==> config.mk <==
export PLATFORM = sky130hd
export DESIGN_NAME = branch_pc_unit
export DESIGN_NICKNAME = d
export VERILOG_FILES = /design/src/rtl/branch_pc_unit.sv
export SDC_FILE = /design/constraint.sdc
export NUM_CORES = 1
export LEC_CHECK = 0
export BUFFER_PORTS_ARGS = -buffer_cell sky130_fd_sc_hd__buf_2
export CORE_MARGIN = 4
export CORE_UTILIZATION = 32
export DETAILED_ROUTE_END_ITERATION = 10
export PLACE_DENSITY = 0.56
export SYNTH_ARGS = -nofsm -noshare
export SYNTH_HDL_FRONTEND = slang
export SYNTH_SLANG_ARGS = --single-unit
==> constraint.sdc <==
create_clock -name clk -period 3.4 [get_ports clk]
set_clock_uncertainty 0.1 [all_clocks]
set_input_delay 0.17 -clock clk [delete_from_list [all_inputs] [get_ports clk]]
set_output_delay 0.17 -clock clk [all_outputs]
set_load 0.01 [all_outputs]
==> src/rtl/branch_pc_unit.sv <==
// rtl/branch_pc_unit.sv - next-PC, branch resolution and misalign trap for the RV32I core
//
// Ports:
//   clk, rst         core clock; synchronous active-high reset
//   stall            hold pc/counter this cycle (RUN only)
//   branch/jal/jalr  decoded control-transfer kind (jalr > jal > branch)
//   funct3           branch condition select
//   a_eq_b/a_lt_b/a_ltu_b  comparator flags
//   imm, rs1_data    sign-extended immediate, JALR base
//   trap_ack         handler acknowledge pulse, leaves TRAP
//   pc, pc_plus4     registered PC and its link value
//   taken            combinational transfer-taken flag
//   misalign_trap    high while in TRAP
//   trap_addr        registered faulting target
//   taken_cnt        committed taken redirects
module branch_pc_unit #(
  parameter logic [31:0] RESET_PC = 32'h0000_0000,
  parameter logic [31:0] TRAP_VEC = 32'h0000_0100,
  parameter int          CNT_W    = 16
) (
  input  logic             clk,
  input  logic             rst,
  input  logic             stall,
  input  logic             branch,
  input  logic             jal,
  input  logic             jalr,
  input  logic [2:0]       funct3,
  input  logic             a_eq_b,
  input  logic             a_lt_b,
  input  logic             a_ltu_b,
  input  logic [31:0]      imm,
  input  logic [31:0]      rs1_data,
  input  logic             trap_ack,
  output logic [31:0]      pc,
  output logic [31:0]      pc_plus4,
  output logic             taken,
  output logic             misalign_trap,
  output logic [31:0]      trap_addr,
  output logic [CNT_W-1:0] taken_cnt
);

  typedef enum logic {RUN, TRAP} state_t;

  state_t           state_q, state_d;
  logic [31:0]      pc_q, pc_d;
  logic [31:0]      trap_addr_q, trap_addr_d;
  logic [CNT_W-1:0] cnt_q, cnt_d;

  logic        cond;
  logic        xfer_req;
  logic [31:0] target;
  logic        misaligned;

  localparam logic [CNT_W-1:0] CNT_ONE = {{(CNT_W-1){1'b0}}, 1'b1};

  always_comb begin
    cond = 1'b0;
    case (funct3)
      3'b000:  cond = a_eq_b;
      3'b001:  cond = ~a_eq_b;
      3'b100:  cond = a_lt_b;
      3'b101:  cond = ~a_lt_b;
      3'b110:  cond = a_ltu_b;
      3'b111:  cond = ~a_ltu_b;
      default: cond = 1'b0;
    endcase
  end

  always_comb begin
    target   = pc_q + imm;
    xfer_req = 1'b0;
    if (jalr) begin
      // LSB cleared before the alignment check, so only bit 1 can fault.
      target   = (rs1_data + imm) & ~32'h1;
      xfer_req = 1'b1;
    end else if (jal) begin
      xfer_req = 1'b1;
    end else if (branch) begin
      xfer_req = cond;
    end
  end

  assign taken      = (state_q == RUN) && xfer_req;
  assign misaligned = taken && (target[1:0] != 2'b00);
  assign pc_plus4   = pc_q + 32'd4;

  always_comb begin
    state_d     = state_q;
    pc_d        = pc_q;
    trap_addr_d = trap_addr_q;
    cnt_d       = cnt_q;
    case (state_q)
      RUN: begin
        if (!stall) begin
          if (misaligned) begin
            // pc stays on the faulting instruction.
            trap_addr_d = target;
            state_d     = TRAP;
          end else if (taken) begin
            pc_d  = target;
            cnt_d = cnt_q + CNT_ONE;
          end else begin
            pc_d = pc_plus4;
          end
        end
      end
      TRAP: begin
        if (trap_ack) begin
          pc_d    = TRAP_VEC;
          state_d = RUN;
        end
      end
      default: state_d = RUN;
    endcase
  end

  always_ff @(posedge clk) begin
    if (rst) begin
      state_q     <= RUN;
      pc_q        <= RESET_PC;
      trap_addr_q <= 32'h0;
      cnt_q       <= '0;
    end else begin
      state_q     <= state_d;
      pc_q        <= pc_d;
      trap_addr_q <= trap_addr_d;
      cnt_q       <= cnt_d;
    end
  end

  assign pc            = pc_q;
  assign misalign_trap = (state_q == TRAP);
  assign trap_addr     = trap_addr_q;
  assign taken_cnt     = cnt_q;

endmodule

After elaboration in Yosys (flattened, before gate mapping)
Index checks and enable logic that the tools add are counted.
Widths: inputs -> output; s select.

operators by class
  add/subtract/negate cells = 4
  equality and inequality tests = 8
  muxes and demuxes = 14
  bitwise logic cells = 6
  reduce and logical (&&, ||, !) cells = 7

operator list
  cell                   count
  $mux 32                5
  $add 32x32->32         2
  $pmux 32 s2            1
  $add 32x3->32 const B  1
  $add 16x1->16 const B  1
  $eq 3x3->1 const B     4
  $mux 1                 6
  $ne 2x2->1 const B     3
  $not 1->1              6
  $pmux 1 s6             1
  $reduce_and 3->1       2
  $reduce_and 4->1       1
  $eq 3x1->1 const B     1
  $logic_not 3->1        1
  $logic_and 1x1->1      2
  $pmux 1 s2             1
  $reduce_bool 2->1      1

word-level totals
  bits in registers = 81
  input bits = 77
  output and inout port bits = 114
  word-level logic and storage cells = 43

Logic depth before layout (Yosys ltp)
  word-level depth = 10
  gate-level depth with buffers = 12
  depth with buffers taken out = 11

Worst setup path before layout
No wires, ideal clock.

  path kind = reg2reg
  from = register pc_q[0] (netlist: pc[0])
  to = register trap_addr_q[18] (netlist: trap_addr[18])
  library setup time = 86 ps
  arrival = 2,791 ps
  required time = 3,214 ps
  setup slack = 424 ps
  stages on the path, launching flop included = 12
  path buffers = 0
  clock period less this slack = 2,976 ps
  cell sequence = dfxtp_1 -> ha_1 -> fa_1 -> a211oi_1 -> o21ai_0 -> a21oi_1 -> o21ai_0 -> a21boi_0 -> o21ai_0 -> xnor2_1 -> mux2_2 -> a211oi_1

between the ends
  longest elaborated chain between the ends = 5

ends and longest elaborated chain
  element                     RTL line  source
  start, declared             45        logic [31:0] pc_q, pc_d;
  start signal, assigned      125       pc_q <= pc_d;
  $add 32x32->32 (*)          70        target = pc_q + imm;
  $mux 32 (*)                 72        if (jalr) begin
  $reduce_bool 2->1           84        assign misaligned = taken && (target[1:0] != 2'b00);
  $logic_and 1x1->1           84
  $reduce_and 3->1 (no line)  --
  end signal, assigned        126       trap_addr_q <= trap_addr_d;
  end, declared               46        logic [31:0] trap_addr_q, trap_addr_d;

Every way passes the cells marked *; elsewhere a longest branch is shown, timed or not.
A chain may end at the register's enable or synchronous reset.

Final worst setup path
  from = register pc_q[13] (netlist: pc[13])
  to = output pc_plus4[30]

between the ends
  longest elaborated chain between the ends = 1

ends and longest elaborated chain
  element        RTL line  source
  $add 32x3->32  85        assign pc_plus4 = pc_q + 32'd4;
  end, declared  35        output logic [31:0] pc_plus4,

Every way passes these cells.

==> results.sh <==
export IMPL_grt_antenna_before_repair=0
export IMPL_rr_endpoint="trap_addr[29]"
export IMPL_synth_cell_types=89
export IMPL_die_y_um=163
export IMPL_initial_utilization_pct=32.7
export IMPL_cts_buffer_depth=2
export IMPL_postLayoutCellArea_um2=9620
export IMPL_ir_drop_mv=0.327
export IMPL_dieArea_um2=26600
export IMPL_dp_cells=1532
export IMPL_r2r_cells=12
export IMPL_startpoint="pc[13]"
export IMPL_synth_cells=1013
export IMPL_drv_slew=0
export IMPL_yosysSeqAreaShare_pct=21.1
export IMPL_grt_pass1_vias=8088
export IMPL_grt_pass1_wl_mm=46.0
export IMPL_dpl_hpwl_mm=24.5
export IMPL_fin_cells=1550
export IMPL_drt_vias_per_instance=5.53
export IMPL_core_um2=23500
export IMPL_ant_nets=0
export IMPL_path_clk_slew_ps=60
export IMPL_multi_input_area_um2=5780
export IMPL_crit_fanout=8
export IMPL_seq_area_um2=1620
export IMPL_r2r_start="pc[1]"
export IMPL_fmax_ghz=0.313
export IMPL_clock_root_buffer="clkbuf_16"
export IMPL_syn2layout_area_growth_pct=25.1
export IMPL_grt_max_degree=52
export IMPL_reg2reg_slack_ps=210
export IMPL_synth_nets=1155
export IMPL_final_cell_mix="190 x buf_2, 112 x nor2_1, 94 x nand2_1"
export IMPL_worstHoldPathType="in2reg"
export IMPL_rsz0062_at_grt="no"
export IMPL_drt_first_iter_violations=599
export IMPL_routedWlPerCell_um=19.4
export IMPL_place_gp_congestion=0.938
export IMPL_run_status="finished, final reports clean"
export IMPL_netlist_area_um2=7690
export IMPL_cts_sinks=81
export IMPL_period_share_pct=94.1
export IMPL_hold_buffers=0
export IMPL_synth_flop_cell="dfxtp_1"
export IMPL_worstSetupPathType="reg2out"
export IMPL_yosys_warnings=0
export IMPL_setup_viol=0
export IMPL_cp_arrival_ps=2930
export IMPL_drt_first_pass_iters=4
export IMPL_drive_gt1_share_pct=25.0
export IMPL_diodes=0
export IMPL_p_per_area_nw_per_um2=404
export IMPL_max_slew_margin_pct=53.6
export IMPL_endpoint="pc_plus4[30]"
export IMPL_htree_levels=3
export IMPL_synth_edf_count=0
export IMPL_final_common_cell="buf_2"
export IMPL_start_kind="flip-flop"
export IMPL_io_buffers=190
export IMPL_filler_cell_count=2507
export IMPL_cp_end_kind="output port"
export IMPL_cap_violations=0
export IMPL_fin_util_pct=40.9
export IMPL_syn_avg_cell_area_um2=7.59
export IMPL_finalHoldViolCount=0
export IMPL_ys_ff_latch=81
export IMPL_place_area_um2=9250
export IMPL_required_ps=3130
export IMPL_min_period_ps=3200
export IMPL_nNetsFinal=1368
export IMPL_overflow=0
export IMPL_die_x_um=163
export IMPL_cts_buffers=9
export IMPL_vias=8579
export IMPL_synthArstFlopShare_pct=0
export IMPL_tightest_slew_ps=695
export IMPL_cts_tree="yes"
export IMPL_p_leak_nw=4.41
export IMPL_totalWireLength_mm=30.1
export IMPL_io_pins=191
export IMPL_drcViolationCount=0
export IMPL_grt_usage_pct=22.0
export IMPL_setup_tns_ps=0
export IMPL_row_count=56
export IMPL_clock_latency_ps=350
## synth_stat cells (3+ instances only)
cell	count	area, um^2
nor3_1	30	150
o31a_1	3	26.3
inv_1	25	93.8
dfxtp_1	81	1620
o21ai_0	72	360
nand2b_1	7	43.8
nand4b_1	3	26.3
o21bai_1	7	52.6
and2_1	10	62.6
nand4_1	19	119
a221oi_1	7	61.3
o211ai_1	11	82.6
xnor2_1	50	438
a21o_1	27	203
o31ai_1	8	60.1
o21ai_1	11	55.1
buf_2	11	55.1
a21oi_2	4	35.0
a31oi_1	11	68.8
nor2_1	112	420
a21oi_1	84	420
buf_1	4	15.0
xor2_1	42	368
nor4_1	7	43.8
clkbuf_1	26	97.6
or3_1	10	62.6
buf_4	3	22.5
or2_2	4	25.0
o21a_1	4	30.0
a211oi_1	22	165
nand3_1	27	135
mux2i_1	7	70.1
a22oi_1	6	45.0
ha_1	63	788
nor2b_1	6	37.5
a31o_2	3	26.3
a21boi_0	4	30.0
nand2_1	94	353
o211a_1	3	30.0
and4_1	4	35.0
a22o_1	3	26.3
and3_1	11	68.8
o311a_1	3	30.0
a311oi_1	3	26.3
## where the power goes
group          leakage, nW  internal [W]  total (W)  switching (W)
registers            0.661       0.00103    0.00110      0.0000767
clock network        0.161      0.000659    0.00111       0.000446
logic                 3.59      0.000667    0.00168        0.00101
total                 4.41       0.00235    0.00389        0.00153
## kinds of logic (layout without fill, tap and decap cells)
group	Yosys count	after routing	synth area share, %
simple gates	362	362	23.0
fa+ha+maj	65	65	10.8
buf+inv	72	290	3.94
compound gates	330	330	29.1
mux	9	9	1.20
xor+xnor	94	94	10.9
flops	81	81	21.1
## flip-flops by register name, indices dropped and copies added, names as in the netlist
name,count
misalign_trap,1
taken_cnt,16
pc,32
trap_addr,32
## stage by stage
step                power [W]  hold WS (ps)  setup WS [ps]
CTS                   0.00389          34.3            131
floorplan             0.00216           252            424
global placement      0.00278           375            162
detailed placement    0.00278           382           37.4
global route          0.00411          56.3           10.2
finish                0.00389          50.3            200
## final cells by class
| cell class | instances | area share, % |
|---|---|---|
| clock inverter | 7 | 1.17 |
| inverter | 27 | 1.05 |
| multi-input combinational | 860 | 60.1 |
| tap | 319 | 4.15 |
| timing repair buffer | 247 | 14.3 |
| clock buffer | 9 | 2.34 |
| sequential | 81 | 16.9 |
## layer usage
layer,GRT usage (%),vias to the layer above,part of all wire (%)
met2,37.8,336,48
met1,29.2,4048,43
li1,-,4160,-
met3,3.36,35,6.3
met5,0,-,0
met4,4.65,0,1.9
## critical path, cell delays in order (launching register included)
cell and delay [ps]:
dfxtp_1 520, and3_1 240, nand4_1 230, or3_4 470, or3_1 500, inv_2 110
nand3_1 120, xnor2_2 220, buf_2 170
## timing repair
item / 4_1_cts / 5_1_grt
gates cloned: 0 / 0
pin swaps: 0 / 1
setup endpoints to repair: 1 / 9
setup buffers: 0 / 2
resized for setup: 1 / 3
## worst min-delay path by stage
stage / startpoint / slack, ps / endpoint / depth (start not counted)
2_1_floorplan: stall / 250 / pc[5] / 3
3_3_place_gp: trap_addr[2] / 380 / trap_addr[2] / 2
3_5_place_dp: trap_addr[2] / 380 / trap_addr[2] / 2
4_1_cts: trap_ack / 30 / misalign_trap / 3
5_1_grt: imm[31] / 60 / trap_addr[31] / 3
6_report: imm[31] / 50 / trap_addr[31] / 3
Power figures use the tool's default switching activity.
